--- src/rtl/mulf_seq_pkg.sv ---
// Shared definitions for the sequential floating-point multiplier:
// FSM state encoding and the bit positions of the exception flags.
package mulf_seq_pkg;

  typedef enum logic [1:0] {
    IDLE = 2'd0,
    MUL  = 2'd1,
    NORM = 2'd2,
    DONE = 2'd3
  } state_e;

  localparam int FLAGS_W        = 4;
  localparam int FLAG_INVALID   = 3;
  localparam int FLAG_OVERFLOW  = 2;
  localparam int FLAG_UNDERFLOW = 1;
  localparam int FLAG_INEXACT   = 0;

endpackage

--- src/rtl/mulf_seq_fp_unpack.sv ---
// Combinational field decoder for one floating-point operand. Subnormals
// are flushed to zero, so any operand with a zero exponent reports is_zero
// and a zero significand.
module fp_unpack #(
  parameter int EXP_W = 8,
  parameter int MAN_W = 23
) (
  input  logic [EXP_W+MAN_W:0] op_i,
  output logic                 sign_o,
  output logic [EXP_W-1:0]     exp_o,
  output logic [MAN_W:0]       sig_o,
  output logic                 is_zero_o,
  output logic                 is_inf_o,
  output logic                 is_nan_o
);

  logic [MAN_W-1:0] frac;
  logic             expZero;
  logic             expOnes;

  assign sign_o    = op_i[EXP_W+MAN_W];
  assign exp_o     = op_i[EXP_W+MAN_W-1 -: EXP_W];
  assign frac      = op_i[MAN_W-1:0];
  assign expZero   = (exp_o == '0);
  assign expOnes   = &exp_o;
  assign sig_o     = expZero ? '0 : {1'b1, frac};
  assign is_zero_o = expZero;
  assign is_inf_o  = expOnes & ~(|frac);
  assign is_nan_o  = expOnes & (|frac);

endmodule

--- src/rtl/mulf_seq.sv ---
// Sequential floating-point multiplier: one significand bit per cycle
// shift-add, round-to-nearest-even, special values and exception flags,
// with valid/ready handshakes on both the operand and result sides.
module mulf_seq
  import mulf_seq_pkg::*;
#(
  parameter int EXP_W = 8,
  parameter int MAN_W = 23
) (
  input  logic                 clk,
  input  logic                 rst_n,
  input  logic                 in_valid,
  output logic                 in_ready,
  input  logic [EXP_W+MAN_W:0] a,
  input  logic [EXP_W+MAN_W:0] b,
  output logic                 out_valid,
  input  logic                 out_ready,
  output logic [EXP_W+MAN_W:0] s,
  output logic [FLAGS_W-1:0]   flags
);

  localparam int W      = EXP_W + MAN_W + 1;
  localparam int SIG_W  = MAN_W + 1;
  localparam int PROD_W = 2 * SIG_W;
  localparam int E_W    = EXP_W + 2;
  localparam int CNT_W  = $clog2(SIG_W + 1);

  localparam logic signed [E_W-1:0] BIAS_E    = E_W'((1 << (EXP_W - 1)) - 1);
  localparam logic signed [E_W-1:0] EXP_MAX_E = E_W'((1 << EXP_W) - 1);
  localparam logic signed [E_W-1:0] ZERO_E    = '0;
  localparam logic [W-1:0]          QNAN      = {1'b0, {EXP_W{1'b1}}, 1'b1, {(MAN_W-1){1'b0}}};

  // Operand decode
  logic             signA, signB;
  logic [EXP_W-1:0] expA, expB;
  logic [MAN_W:0]   sigA, sigB;
  logic             zeroA, zeroB, infA, infB, nanA, nanB;

  fp_unpack #(.EXP_W(EXP_W), .MAN_W(MAN_W)) u_unpack_a (
    .op_i(a), .sign_o(signA), .exp_o(expA), .sig_o(sigA),
    .is_zero_o(zeroA), .is_inf_o(infA), .is_nan_o(nanA)
  );

  fp_unpack #(.EXP_W(EXP_W), .MAN_W(MAN_W)) u_unpack_b (
    .op_i(b), .sign_o(signB), .exp_o(expB), .sig_o(sigB),
    .is_zero_o(zeroB), .is_inf_o(infB), .is_nan_o(nanB)
  );

  // Registered state
  state_e                  state_q;
  logic                    in_ready_q, out_valid_q;
  logic [W-1:0]            s_q;
  logic [FLAGS_W-1:0]      flags_q;
  logic                    sign_q;
  logic signed [E_W-1:0]   exp_q;
  logic [PROD_W-1:0]       prod_q, mcand_q;
  logic [SIG_W-1:0]        mplier_q;
  logic [CNT_W-1:0]        cnt_q;

  // Combinational next values
  logic                    sign_d;
  logic                    spec_hit_d;
  logic [W-1:0]            spec_s_d;
  logic [FLAGS_W-1:0]      spec_flags_d;
  logic signed [E_W-1:0]   exp_sum_d;
  logic [PROD_W-2:0]       norm_d;
  logic [MAN_W-1:0]        frac_d;
  logic                    guard_d, sticky_d, rnd_up_d;
  logic [MAN_W:0]          rnd_sum_d;
  logic signed [E_W-1:0]   exp_n_d;
  logic [W-1:0]            res_s_d;
  logic [FLAGS_W-1:0]      res_flags_d;

  assign in_ready  = in_ready_q;
  assign out_valid = out_valid_q;
  assign s         = s_q;
  assign flags     = flags_q;

  // Classify the incoming operand pair: special result (in priority order) and biased exponent sum
  always_comb begin
    sign_d       = signA ^ signB;
    spec_hit_d   = 1'b1;
    spec_s_d     = '0;
    spec_flags_d = '0;
    exp_sum_d    = $signed({2'b00, expA}) + $signed({2'b00, expB}) - BIAS_E;
    if (nanA || nanB || (infA && zeroB) || (zeroA && infB)) begin
      spec_s_d                   = QNAN;
      spec_flags_d[FLAG_INVALID] = 1'b1;
    end else if (infA || infB) begin
      spec_s_d = {sign_d, {EXP_W{1'b1}}, {MAN_W{1'b0}}};
    end else if (zeroA || zeroB) begin
      spec_s_d = {sign_d, {(W-1){1'b0}}};
    end else begin
      spec_hit_d = 1'b0;
    end
  end

  // Normalise, round to nearest even and detect overflow/underflow of the finished product
  always_comb begin
    norm_d      = prod_q[PROD_W-1] ? prod_q[PROD_W-2:0] : {prod_q[PROD_W-3:0], 1'b0};
    frac_d      = norm_d[PROD_W-2 -: MAN_W];
    guard_d     = norm_d[MAN_W];
    sticky_d    = |norm_d[MAN_W-1:0];
    rnd_up_d    = guard_d & (sticky_d | frac_d[0]);
    rnd_sum_d   = {1'b0, frac_d} + {{MAN_W{1'b0}}, rnd_up_d};
    exp_n_d     = exp_q
                + $signed({{(E_W-1){1'b0}}, prod_q[PROD_W-1]})
                + $signed({{(E_W-1){1'b0}}, rnd_sum_d[MAN_W]});
    res_s_d     = {sign_q, exp_n_d[EXP_W-1:0], rnd_sum_d[MAN_W-1:0]};
    res_flags_d = '0;
    if (exp_n_d >= EXP_MAX_E) begin
      res_s_d                     = {sign_q, {EXP_W{1'b1}}, {MAN_W{1'b0}}};
      res_flags_d[FLAG_OVERFLOW]  = 1'b1;
      res_flags_d[FLAG_INEXACT]   = 1'b1;
    end else if (exp_n_d <= ZERO_E) begin
      res_s_d                     = {sign_q, {(W-1){1'b0}}};
      res_flags_d[FLAG_UNDERFLOW] = 1'b1;
      res_flags_d[FLAG_INEXACT]   = 1'b1;
    end else begin
      res_flags_d[FLAG_INEXACT]   = guard_d | sticky_d;
    end
  end

  // Control FSM with datapath registers: accept, shift-add multiply, normalise, hold result
  always_ff @(posedge clk or negedge rst_n) begin
    if (!rst_n) begin
      state_q     <= IDLE;
      in_ready_q  <= 1'b1;
      out_valid_q <= 1'b0;
      s_q         <= '0;
      flags_q     <= '0;
      sign_q      <= 1'b0;
      exp_q       <= '0;
      prod_q      <= '0;
      mcand_q     <= '0;
      mplier_q    <= '0;
      cnt_q       <= '0;
    end else begin
      case (state_q)
        IDLE: begin
          if (in_valid && in_ready_q) begin
            sign_q     <= sign_d;
            in_ready_q <= 1'b0;
            if (spec_hit_d) begin
              s_q         <= spec_s_d;
              flags_q     <= spec_flags_d;
              out_valid_q <= 1'b1;
              state_q     <= DONE;
            end else begin
              exp_q    <= exp_sum_d;
              mcand_q  <= {{SIG_W{1'b0}}, sigA};
              mplier_q <= sigB;
              prod_q   <= '0;
              cnt_q    <= '0;
              state_q  <= MUL;
            end
          end
        end
        MUL: begin
          prod_q   <= prod_q + (mplier_q[0] ? mcand_q : '0);
          mcand_q  <= mcand_q << 1;
          mplier_q <= mplier_q >> 1;
          cnt_q    <= cnt_q + 1'b1;
          if (cnt_q == CNT_W'(SIG_W - 1)) begin
            state_q <= NORM;
          end
        end
        NORM: begin
          s_q         <= res_s_d;
          flags_q     <= res_flags_d;
          out_valid_q <= 1'b1;
          state_q     <= DONE;
        end
        DONE: begin
          if (out_ready) begin
            out_valid_q <= 1'b0;
            in_ready_q  <= 1'b1;
            state_q     <= IDLE;
          end
        end
        default: begin
          state_q <= IDLE;
        end
      endcase
    end
  end

endmodule

--- config.mk ---
export PLATFORM = sky130hd
export DESIGN_NAME = mulf_seq
export DESIGN_NICKNAME = d
export VERILOG_FILES = /design/src/rtl/mulf_seq_pkg.sv /design/src/rtl/mulf_seq_fp_unpack.sv /design/src/rtl/mulf_seq.sv
export SDC_FILE = /design/constraint.sdc
export NUM_CORES = 1
export LEC_CHECK = 0
export ABC_AREA = 1
export ABC_CLOCK_PERIOD_IN_PS = 5900
export CAP_MARGIN = 0
export CELL_PAD_IN_SITES_DETAIL_PLACEMENT = 0
export CELL_PAD_IN_SITES_GLOBAL_PLACEMENT = 1
export CORE_MARGIN = 2
export CORE_UTILIZATION = 40
export CTS_BUF_LIST = sky130_fd_sc_hd__clkbuf_8
export DETAILED_ROUTE_END_ITERATION = 8
export PLACE_DENSITY = 0.81
export REMOVE_ABC_BUFFERS = 1
export SETUP_SLACK_MARGIN = 0.1
export SYNTH_ARGS = -nofsm -noshare
export SYNTH_HDL_FRONTEND = slang
export SYNTH_SLANG_ARGS = --single-unit
--- constraint.sdc ---
create_clock -name clk -period 5.9 [get_ports clk]
set_input_delay 0.885 -clock clk [delete_from_list [all_inputs] [get_ports clk]]
set_output_delay 0.885 -clock clk [all_outputs]
set_load 0.1 [all_outputs]
==> impl_results.md <==
* Status: finished clean
* GP Congestion at 0.945
* Yosys warns at 0
* Hold Fails Final Rpt at 0
* I/O pin cnt at 106
* Setup Fix Bufs, Post-CTS at 0
* ANT nets after route at 0
* Initial antenna violation count at 0
* Die height at 190 um
* Worst slew pin tran at 1.05 ns
* Minimum clock period at 4.54 ns
* Design Power at 0.00507 W
* Later-pin clock latency in the skew report at 0.51 ns
* Total number of vias at 13.6k
* WL per Instance at 14.9 um
* Hold_buf cts at 0
* Critical path capture point type: register
* VDD IR max at 0.344 mV
* Syn-to-layout area delta at 12.9%
* Count of final max-slew check failures at 0
* CTS buffer count at 17
* Post-synth EDFFs at 0
* CP Max Fanout at 28
* CTS tree: done
* Max Fclk at 220 MHz
* Final Cycle Share at 0.770
* Drt first pass iters at 8
* Post_cts resized at 0
* Post-synthesis cell count at 2205
* Post-synthesis cell area at 13900 um2
* Die ar. at 36200 um2
* CTS Root Cell: clkbuf_8
* Fin cells at 2746
* GRT overflow at 0
* Area after DPL at 15300 um2
* Number of max-cap violations at 0
* Lkg Pwr at 8.45 nW
* Initial Util at 0.404
* Clock tree sinks at 176
* GRT Total Usage at 0.237
* Post-Route Setup TNS at 0 ns
* H-tree levels at 4
* Largest net degree at the start of global routing at 97
* Global-route wire length before repair at 67900 um
* Startpoint Class: register
* Core area at 34400 um2
* Unrepaired setup endpoints after global routing: false
* Placed Cells incl. Taps at 2714
* Post-route cell area at 15700 um2
* Layout cells sized above 1 at 0.0332
* FP Rows at 68
* Worst-path clk slew at 0.11 ns
* Port bufs at 105
* Synth async-reset ratio at 1.00
* Max_slew headroom at 0.297
* Ys flop type: dfrtp_1
* Clock skew at 0.0280 ns
* Die width at 190 um
* Req. time, crit path at 6.34 ns
* Register area share after synthesis at 0.317
* Reg2Reg Depth at 23
* Final setup fails at 0
* DRT iter0 DRCs at 859
* Final nets at 2419
* Setup CP Type: register to register
* Diodes inserted at 0
* Hold WC Path Type: primary input to asynchronous set/reset pin
* Dpl hpwl at 31600 um
* Cell Pwr Density at 324 nW/um2
* Yosys cell types at 45
* Maximum root-to-sink buffer count at 2
* Number of global-route vias before repair at 13.1k
* Syn avg cell area at 6.30 um2
* DRC at 0
* DRT Wirelength at 41000 um
* Number of synthesized register bits at 176
* CP arrival at 4.98 ns
* Vias per cell at 4.93
[Yosys cell counts, types with 21 or more instances]
cell type	instances	area, um2
ha_1	70	876
inv_1	315	1180
o21ai_1	51	255
nand4_1	31	194
nand3_1	195	976
nor2_1	188	706
dfrtp_1	175	4380
buf_2	25	125
nand2_1	834	3130
a21oi_1	46	230
o21ai_0	88	440
clkbuf_1	21	78.8
xnor2_1	31	272
nand3b_1	25	188
[worst paths after layout]
path | start | to | slack (ns)
max reg2reg | prod_q[47]$_DFFE_PN0P_ | s[18]$_DFFE_PN0P_ | 1.36
min | rst_n | prod_q[43]$_DFFE_PN0P_ | 0.46
max in group asynchronous | rst_n | prod_q[24]$_DFFE_PN0P_ | 4.27
min reg2reg | flags[3]$_DFFE_PN0P_ | flags[3]$_DFFE_PN0P_ | 0.48
min in group clk | flags[3]$_DFFE_PN0P_ | flags[3]$_DFFE_PN0P_ | 0.48
max | prod_q[47]$_DFFE_PN0P_ | s[18]$_DFFE_PN0P_ | 1.36
[power by group]
part,leakage [nW],switching (W),total [W],internal [W]
Sequential,2.37,0.000220,0.00173,0.00151
Combinational,5.88,0.00174,0.00244,0.000698
Clock,0.201,0.000546,0.000901,0.000355
[per-layer routing]
| metal | part of all wire | GRT usage | vias to the layer above |
|---|---|---|---|
| met5 | 0 | 0 | - |
| met2 | 0.47 | 0.395 | 269 |
| li1 | - | - | 7048 |
| met4 | 0.020 | 0.0707 | 0 |
| met3 | 0.036 | 0.0285 | 51 |
| met1 | 0.48 | 0.322 | 6182 |
[worst max-delay path: stages, from the launching register on]
cell and delay [ns]:
dfrtp_1 0.86, inv_2 0.28, o21ai_1 0.27, nand2_1 0.08, nor2_1 0.10, nand2_1 0.12
inv_2 0.11, nand4_1 0.12, nor2_1 0.14, nand3_1 0.15, fa_1 0.41, inv_1 0.13
ha_1 0.18, nand2_1 0.10, nor2_1 0.18, nand2_1 0.11, o21ai_1 0.13, nand2_1 0.05
inv_1 0.09, nand4_1 0.27, nor2_1 0.17, buf_4 0.25, nand3b_1 0.12, nand2_1 0.07
[logic make-up after synthesis]
group,synth area share
simple gates,0.396
buf+inv,0.111
compound gates,0.0764
flops,0.317
fa+ha+maj,0.0674
xor+xnor,0.0303
mux,0.000811
[final cells by class]
| cell class | count | area [um2] |
|---|---|---|
| clock buffers | 17 | 234 |
| clock inverters | 15 | 166 |
| fillers | 3707 | 18700 |
| inverters | 321 | 1200 |
| multi-input cells | 1646 | 7940 |
| flip-flops and latches | 176 | 4410 |
| well taps | 455 | 569 |
| repair buffers | 116 | 1150 |
[state kept, by name, indices dropped and copies added (netlist names)]
name	flops
sign_q	1
exp_q	10
in_ready	1
out_valid	1
cnt_q	5
state_q	2
flags	4
s	32
prod_q	48
mplier_q	24
mcand_q	48
[layout by cell type (no fill, tap or decap), types with 4 or more instances in the layout]
cell / instances
ha_1: 69
nor2_2: 11
clkbuf_8: 17
inv_1: 315
inv_2: 5
nor2_1: 188
nor3_1: 13
nand4_1: 31
inv_6: 5
xor2_1: 17
o21bai_1: 6
or2_2: 4
nand2_1: 834
clkdlybuf4s50_1: 104
xnor2_1: 31
clkinv_4: 4
a21oi_1: 46
buf_4: 10
nand3_1: 195
nand3b_1: 25
nor4_1: 7
o21ai_1: 51
dfrtp_1: 175
o21ai_0: 88
[through the flow]
stage          utilization  hold slack (ns)  setup slack, ns
5_1_grt              0.456            0.516            0.757
2_1_floorplan            -            0.449             1.38
3_3_place_gp         0.444            0.457             1.55
6_report             0.456            0.463             1.36
4_1_cts              0.456            0.489             1.43
3_5_place_dp         0.444            0.463             1.46
Note: power is estimated with default switching activity, not from simulation.
